`config.mk`:
```
export PLATFORM = sky130hd
export DESIGN_NAME = led_msg_sequencer
export DESIGN_NICKNAME = d
export VERILOG_FILES = /design/src/rtl/led_msg_sequencer.sv
export SDC_FILE = /design/constraint.sdc
export NUM_CORES = 1
export LEC_CHECK = 0
export ABC_AREA = 1
export CAP_MARGIN = 0
export CORE_AREA = 3 3 95 97
export CTS_BUF_LIST = sky130_fd_sc_hd__clkbuf_16
export DETAILED_ROUTE_END_ITERATION = 6
export DIE_AREA = 0 0 98 100
export PLACE_DENSITY = 0.67
export SLEW_MARGIN = 40
export SYNTH_ARGS = -nofsm -noshare
export SYNTH_HDL_FRONTEND = slang
export SYNTH_SLANG_ARGS = --single-unit
```
`constraint.sdc`:
```
create_clock -name clk -period 2 [get_ports clk]
set_input_delay 0.4 -clock clk [delete_from_list [all_inputs] [get_ports clk]]
set_output_delay 0.4 -clock clk [all_outputs]
set_load 0.01 [all_outputs]
```
`src/rtl/led_msg_sequencer.sv`:
```
// Streams a byte message from a synchronous-read ROM onto the badge LEDs, one
// byte per display period, with a req/ack override that can take the LEDs at any time.
`timescale 1ns/1ps
module led_msg_sequencer #(
  parameter int unsigned TICK_DIV = 160000,
  parameter int unsigned MSG_LEN  = 16,
  parameter int unsigned ADDR_W   = 4,
  parameter int unsigned LOOP     = 1
) (
  input  logic              clk,
  input  logic              rst_n,
  input  logic              start,
  input  logic              stop,
  output logic              mem_rd,
  output logic [ADDR_W-1:0] mem_addr,
  input  logic [7:0]        mem_data,
  input  logic              ovr_req,
  input  logic [7:0]        ovr_data,
  output logic              ovr_ack,
  output logic [7:0]        led,
  output logic              busy,
  output logic              done
);

  typedef enum logic [2:0] {IDLE, FETCH, LOAD, SHOW, DONE} state_t;

  localparam logic [31:0]       TICK_LAST = 32'(TICK_DIV - 1);
  localparam logic [ADDR_W-1:0] IDX_LAST  = ADDR_W'(MSG_LEN - 1);

  state_t            state, state_next;
  logic [ADDR_W-1:0] idx, idx_next;
  logic [31:0]       tick, tick_next;
  logic [7:0]        byte_reg, byte_next;
  logic [7:0]        led_next;

  always_ff @(posedge clk or negedge rst_n) begin
    if (!rst_n) begin
      state    <= IDLE;
      idx      <= '0;
      tick     <= '0;
      byte_reg <= '0;
      led      <= '0;
      ovr_ack  <= 1'b0;
    end else begin
      state    <= state_next;
      idx      <= idx_next;
      tick     <= tick_next;
      byte_reg <= byte_next;
      led      <= led_next;
      ovr_ack  <= ovr_req;
    end
  end

  always_comb begin
    state_next = state;
    idx_next   = idx;
    tick_next  = tick;
    byte_next  = byte_reg;
    case (state)
      IDLE: begin
        if (start) begin
          state_next = FETCH;
          idx_next   = '0;
        end
      end
      FETCH: state_next = LOAD;
      LOAD: begin
        byte_next  = mem_data;
        tick_next  = '0;
        state_next = SHOW;
      end
      SHOW: begin
        // The display period is paused for as long as the override holds the LEDs.
        if (!ovr_ack) begin
          if (tick == TICK_LAST) begin
            tick_next = '0;
            if (idx < IDX_LAST) begin
              idx_next   = idx + ADDR_W'(1);
              state_next = FETCH;
            end else if (LOOP != 0) begin
              idx_next   = '0;
              state_next = FETCH;
            end else begin
              state_next = DONE;
            end
          end else begin
            tick_next = tick + 32'd1;
          end
        end
      end
      DONE: state_next = IDLE;
      default: state_next = IDLE;
    endcase
    if (stop) begin
      state_next = IDLE;
      idx_next   = '0;
      tick_next  = '0;
      byte_next  = byte_reg;
    end
  end

  // byte_next (not byte_reg) so a freshly loaded byte reaches the pins one cycle after LOAD.
  assign led_next = ovr_ack ? ovr_data : byte_next;
  assign mem_rd   = (state == FETCH);
  assign mem_addr = idx;
  assign busy     = (state == FETCH) || (state == LOAD) || (state == SHOW);
  assign done     = (state == DONE);

endmodule

```
Word level (Yosys, flattened, before mapping):

Index checks and enable logic that the tools add are counted.

* reductions and logical operators: 8
* add/subtract/negate cells: 2
* order comparisons: 1
* muxes and demuxes: 18
* equality and inequality tests: 8

Operator list (count)
* $mux 32: 3
* $pmux 32 s2: 1
* $add 32x1->32 const B: 1
* $eq 32x18->1 const B: 1
* $mux 8: 3
* $mux 4: 5
* $mux 3: 4
* $pmux 3 s4: 1
* $ne 3x3->1 const B: 3
* $pmux 4 s2: 1
* $eq 3x2->1 const B: 2
* $reduce_bool 3->1: 2
* $add 4x1->4 const B: 1
* $lt 4x4->1 const B: 1
* $reduce_and 4->1: 1
* $eq 3x1->1 const B: 1
* $eq 3x3->1 const B: 1
* $logic_not 3->1: 1
* $reduce_and 3->1: 1
* $logic_or 1x1->1: 2
* $reduce_and 2->1: 1

* bits in registers: 56
* bits of input ports: 21

Depth between registers and ports, before layout:

Gate-level depths: netlist of the first run.

* depth in word-level cells: 6
* gate-level depth with buffers: 12
* gate-level depth less buffers: 12

Worst setup path after synthesis of the first run:

Ideal clock, no wire load.

* path type: register to register
* start point: register state[0]
* end point: register tick[18]
* slack: 0.310 ns
* required time: 1.881 ns
* stages on the path, launching flop included: 10
* data arrival time: 1.572 ns
* setup time: 0.119 ns
* path buffers: 2
* cell sequence: dfrtp_1 inv_1 ha_1 buf_2 o21ai_0 nand2_2 buf_2 nand3_1 xor2_1 nor2_2

* word-level cells in the longest chain between the ends: 3

RTL lines
* start: declaration: line 30 `state_t state, state_next;`
* start signal: assignment: line 45 `state <= state_next;`
* $eq 3x2->1: line 59 `case (state)`
* $pmux 32 s2 (tied with other cells): line 59
* $mux 32 or $reduce_and 2->1 (tied branches)
* end signal: assignment: line 47 `tick <= tick_next;`
* end: declaration: line 32 `logic [31:0] tick, tick_next;`

Several ways; a longest one is shown, not always the timed one.
A chain may end at the register's enable or synchronous reset.

Final worst setup path of the first run:

* start point: register state[0]
* end point: register tick[5]

Same word-level chain as after synthesis.

==> results.py, run 1 <==
metrics = {
    "run_status": {
        "status": "finished clean",
    },
    "logic_synthesis": {
        "synth_edf_count": 0,
        "syn-num-nets": 480,
        "synthCells": 452,
        "synth_ff_type": "dfrtp_1",
        "syn_area_per_cell_sq_um": 7.20,
        "seq_area_frac_synth_pct": 42.3,
        "ys.warnings.count": 0,
        "netlist_area_sq_um": 3260,
        "synth.top_cell.area_share_pct": 42.3,
        "synth-seq-cells": 55,
        "yosys.area.top_type": "dfrtp_1",
        "synth.area.top_cells": "dfrtp_1 (42%), nand2_1 (15%), nor2_1 (8.3%)",
        "async_flop_share_pct": 100,
        "synth.most_common_cell": "nand2_1",
        "synthDistinctLibCells": 30,
        "synth_common_cells": "nand2_1 (130), nor2_1 (72), inv_1 (58)",
    },
    "placed_design": {
        "place_area_sq_um": 3780,
        "finalWeightedCongestion": 0.901,
        "dp_hpwl_um": 5600,
        "io_buffers": 35,
    },
    "die": {
        "dieWidth_um": 98,
        "rows": 33,
        "fp.dieH_um": 100,
        "start_util_pct": 39.6,
        "die-area_sq_um": 9800,
        "boundaryPins": 37,
        "core_sq_um": 8220,
    },
    "timing": {
        "hold_viol": 0,
        "setup_viol": 0,
        "fin_skew_ns": 0.0104,
        "period_minus_slack_ns": 1.77,
        "clock.fmax_mhz": 566,
        "rsz0062_at_grt": "false",
        "slew_viol_final": 0,
        "finalCritPeriodShare_pct": 88.3,
        "finalSetupTns_ns": 0,
    },
    "worst_setup_path": {
        "path_cells": "ha_1 > inv_1 > o21ai_0 > nand2_2 > buf_4 > nand2_1 > nor2_1 > xnor2_1 > nor2_1",
        "cpLargestDelayFamily": "flip-flops",
        "crit_path_end_kind": "flop",
        "slowest_delay_ns": 0.42,
        "criticalPathCategory": "flop to flop",
        "cpMostUsedCell": "nor2_1",
        "critPathArrivalTime_ns": 1.95,
        "cp_max_fo": 9,
        "critPathBufInv": 2,
        "worstSetupStartpointType": "flop",
        "crit_required_ns": 2.18,
        "cp_slowest_cell": "dfrtp_1",
    },
    "power": {
        "finalPower_mw": 3.06,
        "power_density_nw_per_um2": 778,
        "ir_drop_mv": 0.549,
        "p_leak_nw": 1.92,
    },
    "grt": {
        "grt_max_degree": 56,
        "grt_pass1_wl_um": 13100,
        "grt-ovfl-total": 0,
        "grtUsageTotal_pct": 16.0,
        "antenna_found_initial": 0,
        "grt_pass1_vias": 2932,
    },
    "cts": {
        "cts.path.max_buffers": 2,
        "clkTransAtPathRegs_ns": 0.07,
        "postCtsSetupBuffers": 0,
        "clock-sinks": 55,
        "cts_tree": "yes",
        "root_buffer": "clkbuf_16",
        "clk_latency_ns": 0.30,
        "cts_resized": 0,
        "htree_levels": 2,
        "hold_buffers": 0,
        "numCtsBuffers": 5,
    },
    "cells_and_area": {
        "seqCellArea_sq_um": 1380,
        "final_area_sq_um": 3930,
        "antennaDiodeCount": 0,
        "largest_reg_flops": 32,
        "num-fill-cells": 795,
        "drive_gt1_share_pct": 9.64,
        "multi_input_comb_area_sq_um": 1580,
        "final_nets": 525,
        "areaGrowthSynthToFinish_pct": 20.8,
    },
    "routing": {
        "drtPass1Iterations": 4,
        "via_count": 2954,
        "drt-total-wl_um": 7390,
        "ant_nets": 0,
        "wire_per_inst_um": 12.3,
        "drc_errors": 0,
        "drtIter0Drc": 132,
        "vias_per_cell": 4.90,
    },
    "flow_run": {
        "cap_violations": 0,
    },
    "min_path": {
        "hold_class": "input pin to asynchronous set/reset pin",
    },
}
[path summary, 6_finish.rpt]
kind,startpoint,end,slack (ns),cells after the start
max in group asynchronous,rst_n,tick[29]$_DFFE_PN0P_,1.66,2
setup reg to reg,state[0]$_DFFE_PN0P_,tick[5]$_DFFE_PN0P_,0.23,9
min in group clk,byte_reg[5]$_DFF_PN0_,byte_reg[5]$_DFF_PN0_,0.47,2
hold / removal,rst_n,tick[24]$_DFFE_PN0P_,0.1,2
hold reg to reg,byte_reg[5]$_DFF_PN0_,byte_reg[5]$_DFF_PN0_,0.47,2
setup / recovery,state[0]$_DFFE_PN0P_,tick[5]$_DFFE_PN0P_,0.23,9
[layout by cell type, fill, tap and decap left out, types with 3 or more instances in the layout]
master and n:
a31oi_1 8, buf_4 9, clkbuf_16 5, clkdlybuf4s50_1 32, dfrtp_1 55, ha_1 7, inv_1 58, nand2_1 130
nand2_2 5, nand3_1 40, nand4_1 13, nor2_1 72, nor2_2 15, nor3_1 6, o21ai_0 8, xnor2_1 3
xor2_1 10
[worst register-to-register path: cells and delay by family (launching register included)]
kind            cells  cell delay, ns
flops               1            0.42
fa+ha+maj           1            0.26
compound gates      1            0.12
simple gates        4            0.40
buf+inv             2            0.34
xor+xnor            1            0.13
[layout make-up]
class                   instances  share of cell area (%)
clock buffers                   5                    3.18
clock inverters                 3                   0.700
inverters                      61                    5.88
multi-input cells             328                    40.3
flip-flops and latches         55                    35.0
well taps                     105                    3.34
repair buffers                 46                    11.6
[report_power, final]
part,switching (mW),internal [mW],total (mW)
Sequential,0.0604,1.25,1.31
Combinational,0.499,0.352,0.851
Clock,0.420,0.476,0.896
Total,0.979,2.08,3.06
[cells by family after synthesis]
| group | Yosys count | share of synthesized area, % |
|---|---|---|
| xor gates and xnor gates | 13 | 3.50 |
| AOI/OAI and AO/OA | 18 | 3.23 |
| adders and majority gates | 7 | 2.69 |
| buffers and inverters | 69 | 9.07 |
| DFF | 55 | 42.3 |
| and+or+nand+nor | 289 | 39.1 |
| other | 1 | 0.115 |
[per-layer routing]
layer	global-route usage [%]	vias up	routed length (um)
li1	-	1493	-
met1	21.2	1377	3460
met2	26.8	72	3390
met3	3.75	12	467
met4	3.73	0	72
met5	0	-	0
[through the flow]
| step | setup slack (ns) | std cells | utilization [%] | hold slack, ns |
|---|---|---|---|---|
| after floorplan | 0.310 | 452 | - | 0.104 |
| after CTS | 0.0271 | 603 | 47.8 | 0.105 |
| after global routing | 0.0314 | 603 | 47.9 | 0.116 |
| final | 0.235 | 603 | 47.9 | 0.0966 |
| after detailed placement | 0.0159 | 595 | 46.0 | 0.422 |
| after global placement | 0.0509 | 595 | 46.0 | 0.423 |
Note: power is estimated with default switching activity, not from simulation.
==> inputs of run 2 (changes only) <==
HOLD_SLACK_MARGIN = 0.15   (was default)
==> results.py, run 2 (synthesis results as in run 1) <==
metrics = {
    "grt": {
        "grt_pass1_wl_um": 13100,
        "grtUsageTotal_pct": 16.0,
        "grt_pass1_vias": 2932,
        "antenna_found_initial": 0,
        "grt_max_degree": 56,
        "grt-ovfl-total": 0,
    },
    "routing": {
        "vias_per_cell": 4.91,
        "ant_nets": 0,
        "drt-total-wl_um": 7380,
        "drc_errors": 0,
        "via_count": 2966,
        "drtPass1Iterations": 5,
        "wire_per_inst_um": 12.2,
        "drtIter0Drc": 139,
    },
    "worst_setup_path": {
        "critPathArrivalTime_ns": 1.95,
        "cp_max_fo": 9,
        "worstSetupStartpointType": "flop",
        "crit_path_end_kind": "flop",
        "crit_path_start": "state[0]$_DFFE_PN0P_",
        "criticalPathCategory": "flop to flop",
        "crit_required_ns": 2.18,
        "r2r-start": "state[0]$_DFFE_PN0P_",
    },
    "cells_and_area": {
        "drive_gt1_share_pct": 9.62,
        "final_core_util_pct": 48.0,
        "largest_reg_flops": 32,
        "num-fill-cells": 794,
        "final_cells": 604,
        "areaGrowthSynthToFinish_pct": 21.1,
        "final_cell_mix": "nand2_1 (130), nor2_1 (72), inv_1 (58), dfrtp_1 (55), nand3_1 (40)",
        "mostFrequentLayoutCell": "nand2_1",
        "antennaDiodeCount": 0,
        "final_nets": 526,
    },
    "placed_design": {
        "finalWeightedCongestion": 0.901,
        "dp_hpwl_um": 5600,
        "dp_cells": 595,
        "io_buffers": 35,
    },
    "flow_run": {
        "cap_violations": 0,
    },
    "die": {
        "boundaryPins": 37,
        "fp.dieH_um": 100,
        "die-area_sq_um": 9800,
        "core_sq_um": 8220,
        "rows": 33,
        "dieWidth_um": 98,
        "start_util_pct": 39.6,
    },
    "power": {
        "p_leak_nw": 1.92,
        "ir_drop_mv": 0.549,
        "finalPower_mw": 3.06,
        "power_density_nw_per_um2": 776,
    },
    "timing": {
        "setup_viol": 0,
        "clock.fmax_mhz": 566,
        "finalCritPeriodShare_pct": 88.3,
        "whs_ns": 0.470,
        "slew_viol_final": 0,
        "fin_skew_ns": 0.0104,
        "period_minus_slack_ns": 1.77,
        "finalSetupTns_ns": 0,
        "rsz0062_at_grt": "false",
        "hold_viol": 0,
    },
    "cts": {
        "cts_tree": "yes",
        "root_buffer": "clkbuf_16",
        "clk_latency_ns": 0.30,
        "clock-sinks": 55,
        "cts.path.max_buffers": 2,
        "htree_levels": 2,
        "numCtsBuffers": 5,
        "clkTransAtPathRegs_ns": 0.08,
    },
    "run_status": {
        "status": "finished clean",
    },
    "min_path": {
        "hold_class": "flop to flop",
        "hp-start": "byte_reg[5]$_DFF_PN0_",
    },
}
==> run 2: final timing paths <==
path / cells past startpoint / slack, ns / to
min reg2reg: 2 / 0.47 / byte_reg[5]$_DFF_PN0_
max: 9 / 0.23 / tick[5]$_DFFE_PN0P_
min in group asynchronous: 3 / 0.65 / tick[24]$_DFFE_PN0P_
max in group asynchronous: 3 / 1.12 / tick[29]$_DFFE_PN0P_
max reg2reg: 9 / 0.23 / tick[5]$_DFFE_PN0P_
min: 2 / 0.47 / byte_reg[5]$_DFF_PN0_
==> run 2: area by class of cell <==
class,instances,area [sq um],share of cell area (%)
multi-input cells,328,1580,40.2
flip-flops and latches,55,1380,34.9
repair buffers,47,468,11.9
inverters,61,231,5.87
well taps,105,131,3.33
clock buffers,5,125,3.17
clock inverters,3,27.5,0.698
==> run 2: routing by layer <==
metal	share of wire, %	vias to the layer above	global-route usage (%)	routed length [um]
met3	6.5	12	3.68	483
met1	47	1383	21.2	3430
met5	0	-	0	0
li1	-	1496	-	-
met4	0.98	0	3.73	72
met2	46	75	26.8	3390
==> run 2: stage by stage <==
step | instance area, sq um | worst slack, ns
after global placement | 3780 | 0.0509
after floorplan | 3260 | 0.310
after global routing | 3940 | 0.0314
final | 3940 | 0.234
after detailed placement | 3780 | 0.0159
after CTS | 3940 | 0.0271
==> run 2: report_power, final <==
group	leakage, nW	switching, mW	internal (mW)
clock network	0.0719	0.421	0.476
registers	0.734	0.0604	1.25
logic	1.12	0.499	0.354
==> run 2: timing repair <==
action / CTS / global route
endpoints found under the hold margin: 55 / 0
endpoints found under the setup margin: 0 / 2
hold buffers: 1 / 0
resized for setup: 0 / 2
buffers inserted: 0 / 0
==> run 2: worst max-delay path, cell delays in order, from the launching register on <==
cell,delay [ns]
dfrtp_1,0.42
ha_1,0.25
inv_1,0.14
o21ai_0,0.12
nand2_2,0.13
buf_4,0.20
nand2_1,0.10
nor2_1,0.12
xnor2_1,0.13
nor2_1,0.05
==> inputs of run 3 (changes only) <==
PLACE_DENSITY = 0.7   (was 0.67)
==> results.py, run 3 (synthesis results as in run 1) <==
metrics = {
    "die": {
        "dieWidth_um": 98,
        "rows": 33,
        "start_util_pct": 39.6,
        "boundaryPins": 37,
        "fp.dieH_um": 100,
        "core_sq_um": 8220,
        "die-area_sq_um": 9800,
    },
    "power": {
        "clkPwrFrac_pct": 32.0,
        "pwr-share-comb_pct": 26.4,
        "p_sw_share_pct": 30.5,
        "pwr-share-seq_pct": 41.5,
        "power.switching_mw": 0.966,
        "ir_drop_mv": 0.462,
        "power_density_nw_per_um2": 797,
        "p_int_mw": 2.20,
        "p_leak_nw": 1.94,
    },
    "cells_and_area": {
        "final_nets": 528,
        "final_cells": 606,
        "drive_gt1_share_pct": 9.98,
        "num-fill-cells": 816,
        "final_cell_mix": "nand2_1 (130), nor2_1 (72), inv_1 (58), dfrtp_1 (55), nand3_1 (40)",
        "mostFrequentLayoutCell": "nand2_1",
        "areaGrowthSynthToFinish_pct": 21.8,
        "final_core_util_pct": 48.3,
        "final_area_sq_um": 3970,
        "antennaDiodeCount": 0,
        "largest_reg_flops": 32,
    },
    "placed_design": {
        "dp_hpwl_um": 5680,
        "finalWeightedCongestion": 0.944,
        "pre_cts_ws_ns": -0.0158,
        "dp_cells": 595,
        "place_area_sq_um": 3760,
        "io_buffers": 35,
    },
    "cts": {
        "htree_levels": 2,
        "numCtsBuffers": 5,
        "clock-sinks": 55,
        "cts.path.max_buffers": 2,
        "clkTransAtPathRegs_ns": 0.07,
        "root_buffer": "clkbuf_16",
        "clk_latency_ns": 0.30,
        "cts_tree": "yes",
    },
    "timing": {
        "setup_viol": 0,
        "period_minus_slack_ns": 1.80,
        "finalCritPeriodShare_pct": 89.8,
        "slew_viol_final": 0,
        "clock.fmax_mhz": 557,
        "fin_skew_ns": 0.00755,
        "rsz0062_at_grt": "false",
        "finalSetupTns_ns": 0,
        "setup_slack_ns": 0.204,
        "hold_viol": 0,
    },
    "flow_run": {
        "cap_violations": 0,
    },
    "routing": {
        "wire_per_inst_um": 12.2,
        "drc_errors": 0,
        "ant_nets": 0,
        "vias_per_cell": 4.79,
        "via_count": 2901,
        "drtPass1Iterations": 4,
        "drtIter0Drc": 144,
        "drt-total-wl_um": 7390,
    },
    "worst_setup_path": {
        "path_cells": "ha_1 > nand2_1 > nor2_1 > nand2_2 > nor2_2 > nand2_2 > nand2_4 > nand2_4 > inv_4 > nor2_1",
        "r2r-end": "tick[5]$_DFFE_PN0P_",
        "criticalPathCategory": "flop to flop",
        "slowest_delay_ns": 0.39,
        "r2r-start": "tick[0]$_DFFE_PN0P_",
        "crit_path_end_kind": "flop",
        "cp-endpoint": "tick[5]$_DFFE_PN0P_",
        "r2r_cells": 10,
        "critPathArrivalTime_ns": 1.97,
        "r2r_setup_slack_ns": 0.20,
        "worstSetupStartpointType": "flop",
        "crit_path_start": "tick[0]$_DFFE_PN0P_",
        "crit_required_ns": 2.18,
        "cp_slowest_cell": "dfrtp_1",
        "cp_max_fo": 17,
    },
    "grt": {
        "grt_pass1_wl_um": 13100,
        "antenna_found_initial": 0,
        "grt_max_degree": 39,
        "grt_pass1_vias": 2905,
        "grt-ovfl-total": 0,
        "grtUsageTotal_pct": 15.9,
    },
    "run_status": {
        "status": "finished clean",
    },
    "min_path": {
        "hold_class": "flop to flop",
    },
}
-- run 3: changes by cell type in the layout (fill, tap and decap cells not counted), sizes merged --
cell,change
bufinv,+1
clkinvlp,-1
buf,+2
-- run 3: cell type report --
cell class | instances | area [sq um] | area share, %
clock buffer | 5 | 125 | 3.15
clock inverter | 3 | 47.5 | 1.20
inverter | 61 | 231 | 5.84
multi-input combinational | 328 | 1580 | 39.9
sequential | 55 | 1380 | 34.7
tap | 105 | 131 | 3.31
timing repair buffer | 49 | 470 | 11.9
-- run 3: critical path, delay by kind of cell, from the launching register on --
family	cells	cell delay [ns]
buffers and inverters	1	0.22
DFF	1	0.39
and+or+nand+nor	8	0.89
adders and majority gates	1	0.20
-- run 3: through the flow --
stage / hold slack, ns / power, mW
finish: 0.470 / 3.16
global route: 0.505 / 3.35
CTS: 0.474 / 3.17
detailed placement: 0.372 / 2.15
global placement: 0.368 / 2.13
floorplan: 0.104 / 1.84
-- run 3: power by group through the flow --
| stage | sequential, mW | combinational [mW] | clock, mW |
|---|---|---|---|
| final | 1.31 | 0.836 | 1.01 |
| after global routing | 1.33 | 0.942 | 1.08 |
| after CTS | 1.32 | 0.818 | 1.04 |
| after detailed placement | 1.34 | 0.812 | 0 |
| after global placement | 1.33 | 0.794 | 0 |
| after floorplan | 1.35 | 0.494 | 0 |
-- run 3: worst min-delay path by stage --
stage | startpoint | endpoint | slack, ns | depth (start not counted)
after floorplan | rst_n | byte_reg[0]$_DFF_PN0_ | 0.10 | 0
after global placement | rst_n | tick[7]$_DFFE_PN0P_ | 0.37 | 1
after detailed placement | rst_n | tick[29]$_DFFE_PN0P_ | 0.37 | 1
after CTS | byte_reg[4]$_DFF_PN0_ | byte_reg[4]$_DFF_PN0_ | 0.47 | 2
after global routing | byte_reg[7]$_DFF_PN0_ | byte_reg[7]$_DFF_PN0_ | 0.50 | 2
final | byte_reg[4]$_DFF_PN0_ | byte_reg[4]$_DFF_PN0_ | 0.47 | 2
-- run 3: routing by layer --
layer | part of all wire [%] | global-route usage, %
met1 | 46 | 21.8
met2 | 48 | 27.0
met3 | 5.4 | 2.50
met4 | 0.91 | 3.30
met5 | 0 | 0
-- run 3: timing repair --
action / 4_1_cts / 5_1_grt
hold buffers: 1 / 0
setup endpoints to repair: 0 / 2
resized for setup: 0 / 2
hold endpoints to repair: 17 / 0
buffers inserted: 0 / 2
